### src/rtl/sram_req_arbiter_pkg.sv
// Shared types for the SRAM request arbiter: requester IDs,
// grant FSM encoding and the latched downstream request bundle.
package sram_req_arbiter_pkg;

  localparam logic ID_INST = 1'b0;
  localparam logic ID_DATA = 1'b1;

  localparam logic [1:0] INST_SIZE = 2'b10;

  typedef enum logic {
    ST_IDLE = 1'b0,
    ST_HOLD = 1'b1
  } arb_state_e;

  typedef struct packed {
    logic        id;
    logic        wr;
    logic [1:0]  size;
    logic [3:0]  wstrb;
    logic [31:0] addr;
    logic [31:0] wdata;
  } mem_req_t;

endpackage

### src/rtl/sram_req_arbiter_if.sv
// Push/pop handshake between the arbiter and its in-order ID FIFO.
// master: push, wdata, pop; slave: rdata, full, empty.
interface sram_req_arbiter_if #(
  parameter int WIDTH = 1
);

  logic             push;
  logic [WIDTH-1:0] wdata;
  logic             pop;
  logic [WIDTH-1:0] rdata;
  logic             full;
  logic             empty;

  modport master (
    output push, wdata, pop,
    input  rdata, full, empty
  );

  modport slave (
    input  push, wdata, pop,
    output rdata, full, empty
  );

endinterface

### src/rtl/sram_req_arbiter_id_fifo.sv
// In-order FIFO of requester IDs for accepted-but-unreturned requests.
// Ports: clk, reset (sync, active high), q (slave push/pop bundle).
module id_fifo #(
  parameter int WIDTH = 1,
  parameter int DEPTH = 4
) (
  input  logic              clk,
  input  logic              reset,
  sram_req_arbiter_if.slave q
);

  localparam int AW = $clog2(DEPTH);
  localparam int CW = AW + 1;

  logic [WIDTH-1:0] mem [DEPTH];
  logic [AW-1:0]    wp;
  logic [AW-1:0]    rp;
  logic [CW-1:0]    cnt;
  logic             is_full;
  logic             is_empty;
  logic             do_push;
  logic             do_pop;

  assign is_full  = (cnt == CW'(DEPTH));
  assign is_empty = (cnt == '0);

  // A pop frees the head slot, so a push may land in the same cycle.
  assign do_pop  = q.pop && !is_empty;
  assign do_push = q.push && (!is_full || do_pop);

  always_ff @(posedge clk) begin
    if (reset) begin
      wp  <= '0;
      rp  <= '0;
      cnt <= '0;
    end else begin
      if (do_push) wp <= wp + 1'b1;
      if (do_pop)  rp <= rp + 1'b1;
      unique case ({do_push, do_pop})
        2'b10:   cnt <= cnt + 1'b1;
        2'b01:   cnt <= cnt - 1'b1;
        default: cnt <= cnt;
      endcase
    end
  end

  always_ff @(posedge clk) begin
    if (do_push) mem[wp] <= q.wdata;
  end

  assign q.rdata = mem[rp];
  assign q.full  = is_full;
  assign q.empty = is_empty;

endmodule

### src/rtl/sram_req_arbiter.sv
// Arbitrates inst/data SRAM-like requests onto one downstream port,
// data first; tracks outstanding IDs to route in-order responses.
// Ports: clk, reset, inst_sram_*, data_sram_* (upstream), mem_* (downstream).
module sram_req_arbiter
  import sram_req_arbiter_pkg::*;
#(
  parameter int OST_DEPTH = 4
) (
  input  logic        clk,
  input  logic        reset,

  input  logic        inst_sram_req,
  input  logic [31:0] inst_sram_addr,
  output logic        inst_sram_addr_ok,
  output logic        inst_sram_data_ok,
  output logic [31:0] inst_sram_rdata,

  input  logic        data_sram_req,
  input  logic        data_sram_wr,
  input  logic [1:0]  data_sram_size,
  input  logic [3:0]  data_sram_wstrb,
  input  logic [31:0] data_sram_addr,
  input  logic [31:0] data_sram_wdata,
  output logic        data_sram_addr_ok,
  output logic        data_sram_data_ok,
  output logic [31:0] data_sram_rdata,

  output logic        mem_req,
  output logic        mem_wr,
  output logic [1:0]  mem_size,
  output logic [3:0]  mem_wstrb,
  output logic [31:0] mem_addr,
  output logic [31:0] mem_wdata,
  input  logic        mem_addr_ok,
  input  logic        mem_data_ok,
  input  logic [31:0] mem_rdata
);

  arb_state_e state_q;
  arb_state_e state_d;
  mem_req_t   req_q;
  mem_req_t   req_d;

  logic hold;
  logic accept;
  logic pop;

  sram_req_arbiter_if #(.WIDTH(1)) fq ();

  id_fifo #(
    .WIDTH (1),
    .DEPTH (OST_DEPTH)
  ) u_id_fifo (
    .clk   (clk),
    .reset (reset),
    .q     (fq)
  );

  assign hold   = (state_q == ST_HOLD);
  assign accept = hold && mem_addr_ok;
  assign pop    = mem_data_ok && !fq.empty;

  // Requester fields are captured at grant time so a withdrawn
  // request still completes with its original contents.
  always_comb begin
    state_d = state_q;
    req_d   = req_q;
    unique case (state_q)
      ST_IDLE: begin
        if (!fq.full && (data_sram_req || inst_sram_req)) begin
          state_d = ST_HOLD;
          if (data_sram_req) begin
            req_d = '{id:    ID_DATA,
                      wr:    data_sram_wr,
                      size:  data_sram_size,
                      wstrb: data_sram_wstrb,
                      addr:  data_sram_addr,
                      wdata: data_sram_wdata};
          end else begin
            req_d = '{id:    ID_INST,
                      wr:    1'b0,
                      size:  INST_SIZE,
                      wstrb: 4'b0000,
                      addr:  inst_sram_addr,
                      wdata: 32'h0};
          end
        end
      end
      ST_HOLD: begin
        if (mem_addr_ok) state_d = ST_IDLE;
      end
      default: state_d = ST_IDLE;
    endcase
  end

  always_ff @(posedge clk) begin
    if (reset) begin
      state_q <= ST_IDLE;
      req_q   <= '0;
    end else begin
      state_q <= state_d;
      req_q   <= req_d;
    end
  end

  assign mem_req   = hold;
  assign mem_wr    = req_q.wr;
  assign mem_size  = req_q.size;
  assign mem_wstrb = req_q.wstrb;
  assign mem_addr  = req_q.addr;
  assign mem_wdata = req_q.wdata;

  assign inst_sram_addr_ok = accept && (req_q.id == ID_INST);
  assign data_sram_addr_ok = accept && (req_q.id == ID_DATA);

  assign fq.push  = accept;
  assign fq.wdata = req_q.id;
  assign fq.pop   = pop;

  assign inst_sram_data_ok = pop && (fq.rdata == ID_INST);
  assign data_sram_data_ok = pop && (fq.rdata == ID_DATA);

  assign inst_sram_rdata = mem_rdata;
  assign data_sram_rdata = mem_rdata;

endmodule

### config.mk
export PLATFORM = sky130hd
export DESIGN_NAME = sram_req_arbiter
export DESIGN_NICKNAME = d
export VERILOG_FILES = /design/src/rtl/sram_req_arbiter_pkg.sv /design/src/rtl/sram_req_arbiter_if.sv /design/src/rtl/sram_req_arbiter_id_fifo.sv /design/src/rtl/sram_req_arbiter.sv
export SDC_FILE = /design/constraint.sdc
export NUM_CORES = 1
export LEC_CHECK = 0
export CORE_MARGIN = 2
export CORE_UTILIZATION = 35
export DETAILED_ROUTE_END_ITERATION = 10
export GPL_TIMING_DRIVEN = 0
export PLACE_DENSITY = 0.89
export SYNTH_ARGS = -nofsm -noshare
export SYNTH_HDL_FRONTEND = slang
export SYNTH_SLANG_ARGS = --single-unit
### constraint.sdc
create_clock -name clk -period 3.1 [get_ports clk]
set_input_delay 0.62 -clock clk [delete_from_list [all_inputs] [get_ports clk]]
set_output_delay 0.62 -clock clk [all_outputs]
set_load 0.05 [all_outputs]
==> key figures, run 1 <==
Power
  • Reg power frac: 0.331
  • P_int: 2.57 mW
  • Worst IR Drop VDD: 0.312 mV
  • Clock share of power: 0.258
  • Tot Pwr: 4.12 mW
  • Leak: 2.81 nW
  • Switching power: 1.55 mW
  • Sw Ratio: 0.376
  • PwrDens: 591 nW/um^2
  • Combinational share of power: 0.411

Clock tree
  • Hold-fix buffers, CTS: 0
  • CTS clock-pin slew for the worst setup and hold paths: 0.06 ns
  • Sink Count: 86
  • Clock latency on the worst-skew pair: 0.33 ns
  • H-tree depth: 3
  • Number of gates resized after CTS: 0
  • Clock Tree Root: clkbuf_16
  • Cts bufs inserted: 9
  • Post-CTS Repair Setup Buffers: 0
  • Clock buffer depth: 2
  • CTS tree: done

Critical path
  • Worst EP arrival: 2.24 ns
  • FF-to-FF setup slack: 0.56 ns
  • Reg2reg path depth: 10
  • Worst R2R Start: u_id_fifo.cnt[2]$_SDFFE_PP0P_
  • Worst Path Required: 2.48 ns
  • CP max FO: 4
  • Class of the most critical setup path: in2out
  • CP Launch Type: input pin
  • FF-to-FF End: u_id_fifo.cnt[2]$_SDFFE_PP0P_
  • Crit. End Element: primary output

Worst hold path
  • Hold path cells: 1
  • Hold Path Class: reg2reg
  • Worst Min Path Start: mem_size[1]$_SDFFE_PP0P_
  • Worst Hold End: mem_size[1]$_SDFFE_PP0P_

Timing
  • Fmax achieved: 0.350 GHz
  • Setup TNS: 0 ns
  • Post-layout minimum cycle time: 2.86 ns
  • Final setup fails: 0
  • Final period util: 0.922
  • PnR worst setup slack: 0.241 ns
  • Worst slew pin tran: 0.745 ns
  • RSZ-0062 raised after global routing: no
  • Fin Hold WS: 0.462 ns
  • Slew HR: 0.503
  • Hold Fails Final Rpt: 0
  • Clk_skew: 0.00434 ns
  • Max Slew Vio Count: 0

Placed design
  • Number of port buffers: 246
  • Final Wtd Congestion: 0.865
  • Setup WS pre-CTS: 0.228 ns
  • Cell count after placement: 760
  • Placed cell area: 6680 sq um
  • Placed wire-length estimate: 10.5 mm

Yosys
  • Synth Instances: 371
  • Register area share after synthesis: 0.436
  • Synth Register Bits: 86
  • Top cells by count, synth: 82 x dfxtp_1, 65 x buf_4, 38 x a22o_1
  • Syn Area/Cell: 10.9 sq um
  • Most frequent cell after synthesis: dfxtp_1
  • Main synth FF type: dfxtp_1
  • Post-synth top area cell: dfxtp_1
  • Post-synth EDFFs: 4
  • Post-synthesis cell type count: 36
  • Syn Nets: 518
  • Top cells by area, synth: dfxtp_1 41%, buf_4 12%, a211oi_2 9.0%
  • Top-area cell type share of the netlist area: 0.406
  • Post-synthesis async set-or-reset flop share: 0
  • Mapped cell area: 4040 sq um
  • Yosys Warn Count: 0

Detailed routing
  • Vias per cell: 4.81
  • # DRC: 0
  • Vias post-DR: 3732
  • Iter 0 DRT Violations: 115
  • Routed length per instance: 16.6 microns
  • DRT Pass-1 Iters: 4
  • Routed WL: 12.9 mm
  • Antenna Nets Post-Route: 0

Layout
  • Post-Layout Cell Count: 776
  • Antenna Cells: 0
  • P&R area growth vs syn: 72.8%
  • Share of cells above drive strength 1: 0.202
  • Nets: 775
  • Design Area, Final: 6980 sq um
  • Fillers: 894
  • Post-layout util: 0.616

Global routing
  • Initial antenna violation count: 0
  • First-pass GRT wire length: 20.0 mm
  • Largest net degree at the start of global routing: 16
  • Tot GR Track Use: 0.200
  • Vias in the first global route: 3977
  • GR Overflow Total: 0

Floorplan
  • Site row count: 39
  • Chip Height: 111 microns
  • Core ar.: 11300 sq um
  • Die width: 111 microns
  • Initial core utilization: 0.357
  • DIE AREA: 12400 sq um
  • IO Pins: 281

Flow run
  • Max-cap viol count: 0

Status
  • Status: completed
layout by cell type, fill, tap and decap left out, types with 2 or more instances in the layout:
| cell | count |
|---|---|
| clkdlybuf4s50_1 | 246 |
| dfxtp_1 | 82 |
| buf_4 | 65 |
| a22o_1 | 38 |
| a21oi_1 | 36 |
| mux2i_1 | 33 |
| a211oi_2 | 29 |
| clkbuf_1 | 13 |
| nor2_1 | 10 |
| clkbuf_16 | 9 |
| inv_1 | 7 |
| buf_6 | 7 |
| buf_2 | 6 |
| ha_1 | 5 |
| and2_1 | 4 |
| xor2_1 | 4 |
| edfxtp_1 | 4 |
| a211oi_1 | 3 |
| nand2b_1 | 3 |
| nand2_1 | 2 |
| o21ba_2 | 2 |
| buf_1 | 2 |
| inv_6 | 2 |
how the worst max path moves through the flow:
| stage | to | cells after the start | slack (ns) | from |
|---|---|---|---|---|
| 2_1_floorplan | u_id_fifo.cnt[2]$_SDFFE_PP0P_ | 10 | 0.74 | u_id_fifo.cnt[0]$_SDFFE_PP0P_ |
| 3_3_place_gp | data_sram_data_ok | 4 | 0.26 | mem_data_ok |
| 3_5_place_dp | data_sram_data_ok | 4 | 0.23 | mem_data_ok |
| 4_1_cts | data_sram_data_ok | 4 | 0.23 | mem_data_ok |
| 5_1_grt | data_sram_data_ok | 4 | 0.17 | mem_data_ok |
| 6_report | data_sram_data_ok | 4 | 0.24 | mem_data_ok |
registers in the layout, indices dropped and copies added, names as in the netlist, named ones only:
signal	cells
mem_addr	32
mem_wdata	32
mem_wstrb	4
u_id_fifo.mem	4
u_id_fifo.cnt	3
mem_size	2
u_id_fifo.rp	2
u_id_fifo.wp	2
fq.wdata	1
mem_req	1
mem_wr	1
final cells by class:
class                      count  area (sq um)  share of cell area
timing repair buffer         246          2460               0.353
clock buffer                   9           225              0.0323
buffer                        93           653              0.0936
multi-input combinational    185          1600               0.229
clock inverter                 7          72.6              0.0104
sequential                    86          1760               0.252
tap                          143           179              0.0256
inverter                       7          26.3             0.00377
metal layers:
metal	share of wire	global-route usage
met1	0.38	0.214
met2	0.51	0.365
met3	0.089	0.0642
met4	0.024	0.0815
met5	0	0
power by group through the flow:
stage	clock (mW)	sequential, mW	combinational [mW]
3_3_place_gp	0	1.38	1.66
3_5_place_dp	0	1.38	1.70
5_1_grt	1.15	1.38	1.77
4_1_cts	1.09	1.36	1.70
6_report	1.07	1.36	1.69
2_1_floorplan	0	1.78	0.705
worst max-delay path, stage by stage:
cell and delay [ns]:
clkdlybuf4s50_1 0.51, o31ai_1 0.15, nor2b_1 0.14, clkdlybuf4s50_1 0.81
cells by family (layout without fill, tap and decap cells):
logic type	count (synthesis)	in the layout	synth area share
xor gates and xnor gates	4	4	0.00867
AOI/OAI and AO/OA	114	114	0.240
and+or+nand+nor	26	26	0.0359
buffers and inverters	100	362	0.168
muxes	35	35	0.0901
adders and majority gates	6	6	0.0204
DFF	86	86	0.436
No activity file was read; power rests on OpenSTA's default activity.
==> inputs of run 2 (changes only) <==
--- a/config.mk
+++ b/config.mk
@@ -5,9 +5,9 @@
 export SDC_FILE = /design/constraint.sdc
 export NUM_CORES = 1
 export LEC_CHECK = 0
-export CORE_MARGIN = 2
-export CORE_UTILIZATION = 35
+export CORE_AREA = 2 2 110 112
 export DETAILED_ROUTE_END_ITERATION = 10
+export DIE_AREA = 0 0 112 114
 export GPL_TIMING_DRIVEN = 0
 export PLACE_DENSITY = 0.89
 export SYNTH_ARGS = -nofsm -noshare
==> constraint.sdc (replaced) <==
create_clock -name clk -period 3.4 [get_ports clk]
set_input_delay 0.68 -clock clk [delete_from_list [all_inputs] [get_ports clk]]
set_output_delay 0.68 -clock clk [all_outputs]
set_load 0.05 [all_outputs]
==> run 2 against run 1 <==
- design area increased by 0.45%
- first-iteration DRC count is 1.7% lower
- non-clock buffer count unchanged
- hold slack improved by 0.0064 ns
- sequential power fell by 9%
- clock skew up 0.0011 ns
- register-to-register slack better by 0.31 ns
- count of clock-buffer cells in the layout is 3 higher
- cell count is 0.39% higher
- clock power is essentially flat
- sequential cell count unchanged
- setup slack gained 0.21 ns
- critical endpoint unchanged
- highest routed layer unchanged
==> key figures, run 2 (same netlist as run 1, synthesis figures left out) <==
Status
  • Status: completed (unchanged)

Timing
  • Slew HR: 0.422 (was 0.503)
  • Setup TNS: 0 ns (unchanged)
  • Hold Fails Final Rpt: 0 (unchanged)
  • Final setup fails: 0 (unchanged)
  • Max Slew Vio Count: 0 (unchanged)
  • RSZ-0062 raised after global routing: no (unchanged)
  • Final period util: 0.868
  • Post-layout minimum cycle time: 2.95 ns
  • Worst slew pin tran: 0.866 ns (was 0.745 ns)
  • Fmax achieved: 0.339 GHz
  • Clk_skew: 0.00549 ns (was 0.00434 ns)

Clock tree
  • Cts bufs inserted: 9 (unchanged)
  • CTS tree: done (unchanged)
  • Clock Tree Root: clkbuf_16 (unchanged)
  • H-tree depth: 3 (unchanged)
  • Clock latency on the worst-skew pair: 0.33 ns (about the same)
  • CTS clock-pin slew for the worst setup and hold paths: 0.06 ns (about the same)
  • Number of gates resized after CTS: 0 (unchanged)
  • Post-CTS Repair Setup Buffers: 0 (unchanged)
  • Hold-fix buffers, CTS: 0 (unchanged)
  • Clock buffer depth: 2 (unchanged)
  • Sink Count: 86 (unchanged)

Power
  • Leak: 2.82 nW (was 2.81 nW)
  • Tot Pwr: 3.84 mW (was 4.12 mW)
  • Worst IR Drop VDD: 0.265 mV (was 0.312 mV)
  • PwrDens: 548 nW/um^2 (was 591 nW/um^2)

Flow run
  • Max-cap viol count: 0 (unchanged)

Floorplan
  • Core ar.: 11700 sq um (was 11300 sq um)
  • IO Pins: 281 (unchanged)
  • Site row count: 40 (was 39)
  • Chip Height: 114 microns (was 111 microns)
  • Die width: 112 microns (was 111 microns)
  • Initial core utilization: 0.345 (was 0.357)
  • DIE AREA: 12800 sq um (was 12400 sq um)

Global routing
  • GR Overflow Total: 0 (unchanged)
  • Initial antenna violation count: 0 (unchanged)
  • Tot GR Track Use: 0.194 (was 0.200)
  • GR Util met3: 0.0627 (was 0.0642)
  • Largest net degree at the start of global routing: 14 (was 16)
  • First-pass GRT wire length: 19.4 mm (was 20.0 mm)
  • Met2 usage: 0.345 (was 0.365)
  • GRT Max-Usage Layer: met2 (unchanged)
  • M1 GR Usage: 0.206 (was 0.214)
  • Vias in the first global route: 3847 (was 3977)

Detailed routing
  • Vias per cell: 4.73 (was 4.81)
  • Antenna Nets Post-Route: 0 (unchanged)
  • Routed length per instance: 16.8 microns (was 16.6 microns)
  • Routed WL: 13.1 mm (was 12.9 mm)
  • # DRC: 0 (unchanged)
  • Iter 0 DRT Violations: 113 (was 115)
  • Vias post-DR: 3682 (was 3732)
  • DRT Pass-1 Iters: 4 (unchanged)

Layout
  • Antenna Cells: 0 (unchanged)
  • Share of cells above drive strength 1: 0.201 (was 0.202)
  • Register area: 1760 sq um (unchanged)
  • Leading cell types in the layout, fill and taps excluded: 246 x clkdlybuf4s50_1, 82 x dfxtp_1, 65 x buf_4 (unchanged)
  • Most common cell after layout, fill and taps aside: clkdlybuf4s50_1 (unchanged)
  • Multi-input gate area: 1600 sq um (unchanged)
  • P&R area growth vs syn: 73.5% (was 72.8%)
  • Nets: 775 (unchanged)
  • Fillers: 947 (was 894)

Critical path
  • CP Launch Point: mem_data_ok (unchanged)
  • FF-to-FF End: u_id_fifo.cnt[2]$_SDFFE_PP0P_ (unchanged)
  • Crit. End Element: primary output (unchanged)
  • Class of the most critical setup path: in2out (unchanged)
  • FF-to-FF setup slack: 0.87 ns (was 0.56 ns)
  • Worst Path Required: 2.72 ns (was 2.48 ns)
  • CP Launch Type: input pin (unchanged)
  • Setup crit end: data_sram_data_ok (unchanged)
  • Reg2reg path depth: 10 (unchanged)
  • Worst EP arrival: 2.27 ns (was 2.24 ns)
  • CP max FO: 4 (unchanged)
  • Worst R2R Start: u_id_fifo.cnt[2]$_SDFFE_PP0P_ (unchanged)

Placed design
  • Final Wtd Congestion: 0.893 (was 0.865)
  • Number of port buffers: 246 (unchanged)
  • Placed wire-length estimate: 10.6 mm (was 10.5 mm)

Worst hold path
  • Hold Path Class: reg2reg (unchanged)
[run 2: cell types whose count changed in the layout (fill, tap and decap cells not counted)]
cell       delta
clkinv_1      -1
clkbuf_8      +2
bufinv_16     +1
clkbuf_1      +1
clkinv_2      -1
inv_6         -2
clkinv_4      -1
[run 2: layout make-up]
cell class / instances / area share
flip-flops and latches: 86 / 0.251
well taps: 147 / 0.0262
repair buffers: 246 / 0.351
plain buffers: 93 / 0.0932
multi-input cells: 185 / 0.228
clock inverters: 3 / 0.00964
clock buffers: 12 / 0.0366
inverters: 7 / 0.00375
[run 2: power breakdown]
| part | switching, mW | internal, mW |
|---|---|---|
| Clock | 0.377 | 0.680 |
| Sequential | 0.0898 | 1.15 |
| Combinational | 0.925 | 0.619 |
| Total | 1.39 | 2.45 |
[run 2: routing by layer]
| layer | part of all wire | wire (microns) |
|---|---|---|
| met1 | 0.38 | 5020 |
| met2 | 0.50 | 6530 |
| met3 | 0.089 | 1160 |
| met4 | 0.028 | 367 |
| met5 | 0 | 0 |
[run 2: per-stage QoR]
step                      setup slack (ns)   util  area [sq um]  hold slack (ns)  instances
after floorplan                       1.04      -          4040            0.476        371
after global placement               0.446  0.571          6690            0.455        764
after detailed placement             0.441  0.571          6690            0.461        764
after CTS                            0.435  0.599          7010            0.474        779
after global routing                 0.367  0.599          7010            0.493        779
final                                0.449  0.599          7010            0.468        779
[run 2: worst max-delay path, stage by stage]
cell and delay [ns]:
clkdlybuf4s50_1 0.50, o31ai_1 0.14, nor2b_1 0.14, clkdlybuf4s50_1 0.81
[run 2: how the worst min path moves through the flow]
stage / start / endpoint / slack (ns) / cells after the start
2_1_floorplan: u_id_fifo.cnt[2]$_SDFFE_PP0P_ / u_id_fifo.cnt[2]$_SDFFE_PP0P_ / 0.48 / 2
6_report: mem_size[1]$_SDFFE_PP0P_ / mem_size[1]$_SDFFE_PP0P_ / 0.47 / 1
4_1_cts: mem_size[1]$_SDFFE_PP0P_ / mem_size[1]$_SDFFE_PP0P_ / 0.47 / 1
3_3_place_gp: mem_size[1]$_SDFFE_PP0P_ / mem_size[1]$_SDFFE_PP0P_ / 0.46 / 1
5_1_grt: mem_wstrb[0]$_SDFFE_PP0P_ / mem_wstrb[0]$_SDFFE_PP0P_ / 0.49 / 1
3_5_place_dp: mem_size[1]$_SDFFE_PP0P_ / mem_size[1]$_SDFFE_PP0P_ / 0.46 / 1
==> inputs of run 3 (changes only) <==
--- a/config.mk
+++ b/config.mk
@@ -5,9 +5,9 @@
 export SDC_FILE = /design/constraint.sdc
 export NUM_CORES = 1
 export LEC_CHECK = 0
-export CORE_AREA = 2 2 110 112
+export CORE_MARGIN = 2
+export CORE_UTILIZATION = 35
 export DETAILED_ROUTE_END_ITERATION = 10
-export DIE_AREA = 0 0 112 114
 export GPL_TIMING_DRIVEN = 0
 export PLACE_DENSITY = 0.89
 export SYNTH_ARGS = -nofsm -noshare
==> constraint.sdc (replaced) <==
create_clock -name clk -period 3.1 [get_ports clk]
set_input_delay 0.62 -clock clk [delete_from_list [all_inputs] [get_ports clk]]
set_output_delay 0.62 -clock clk [all_outputs]
set_load 0.05 [all_outputs]
==> results of run 3 <==
Final layout, timing and power as in run 1 (identical DEF).
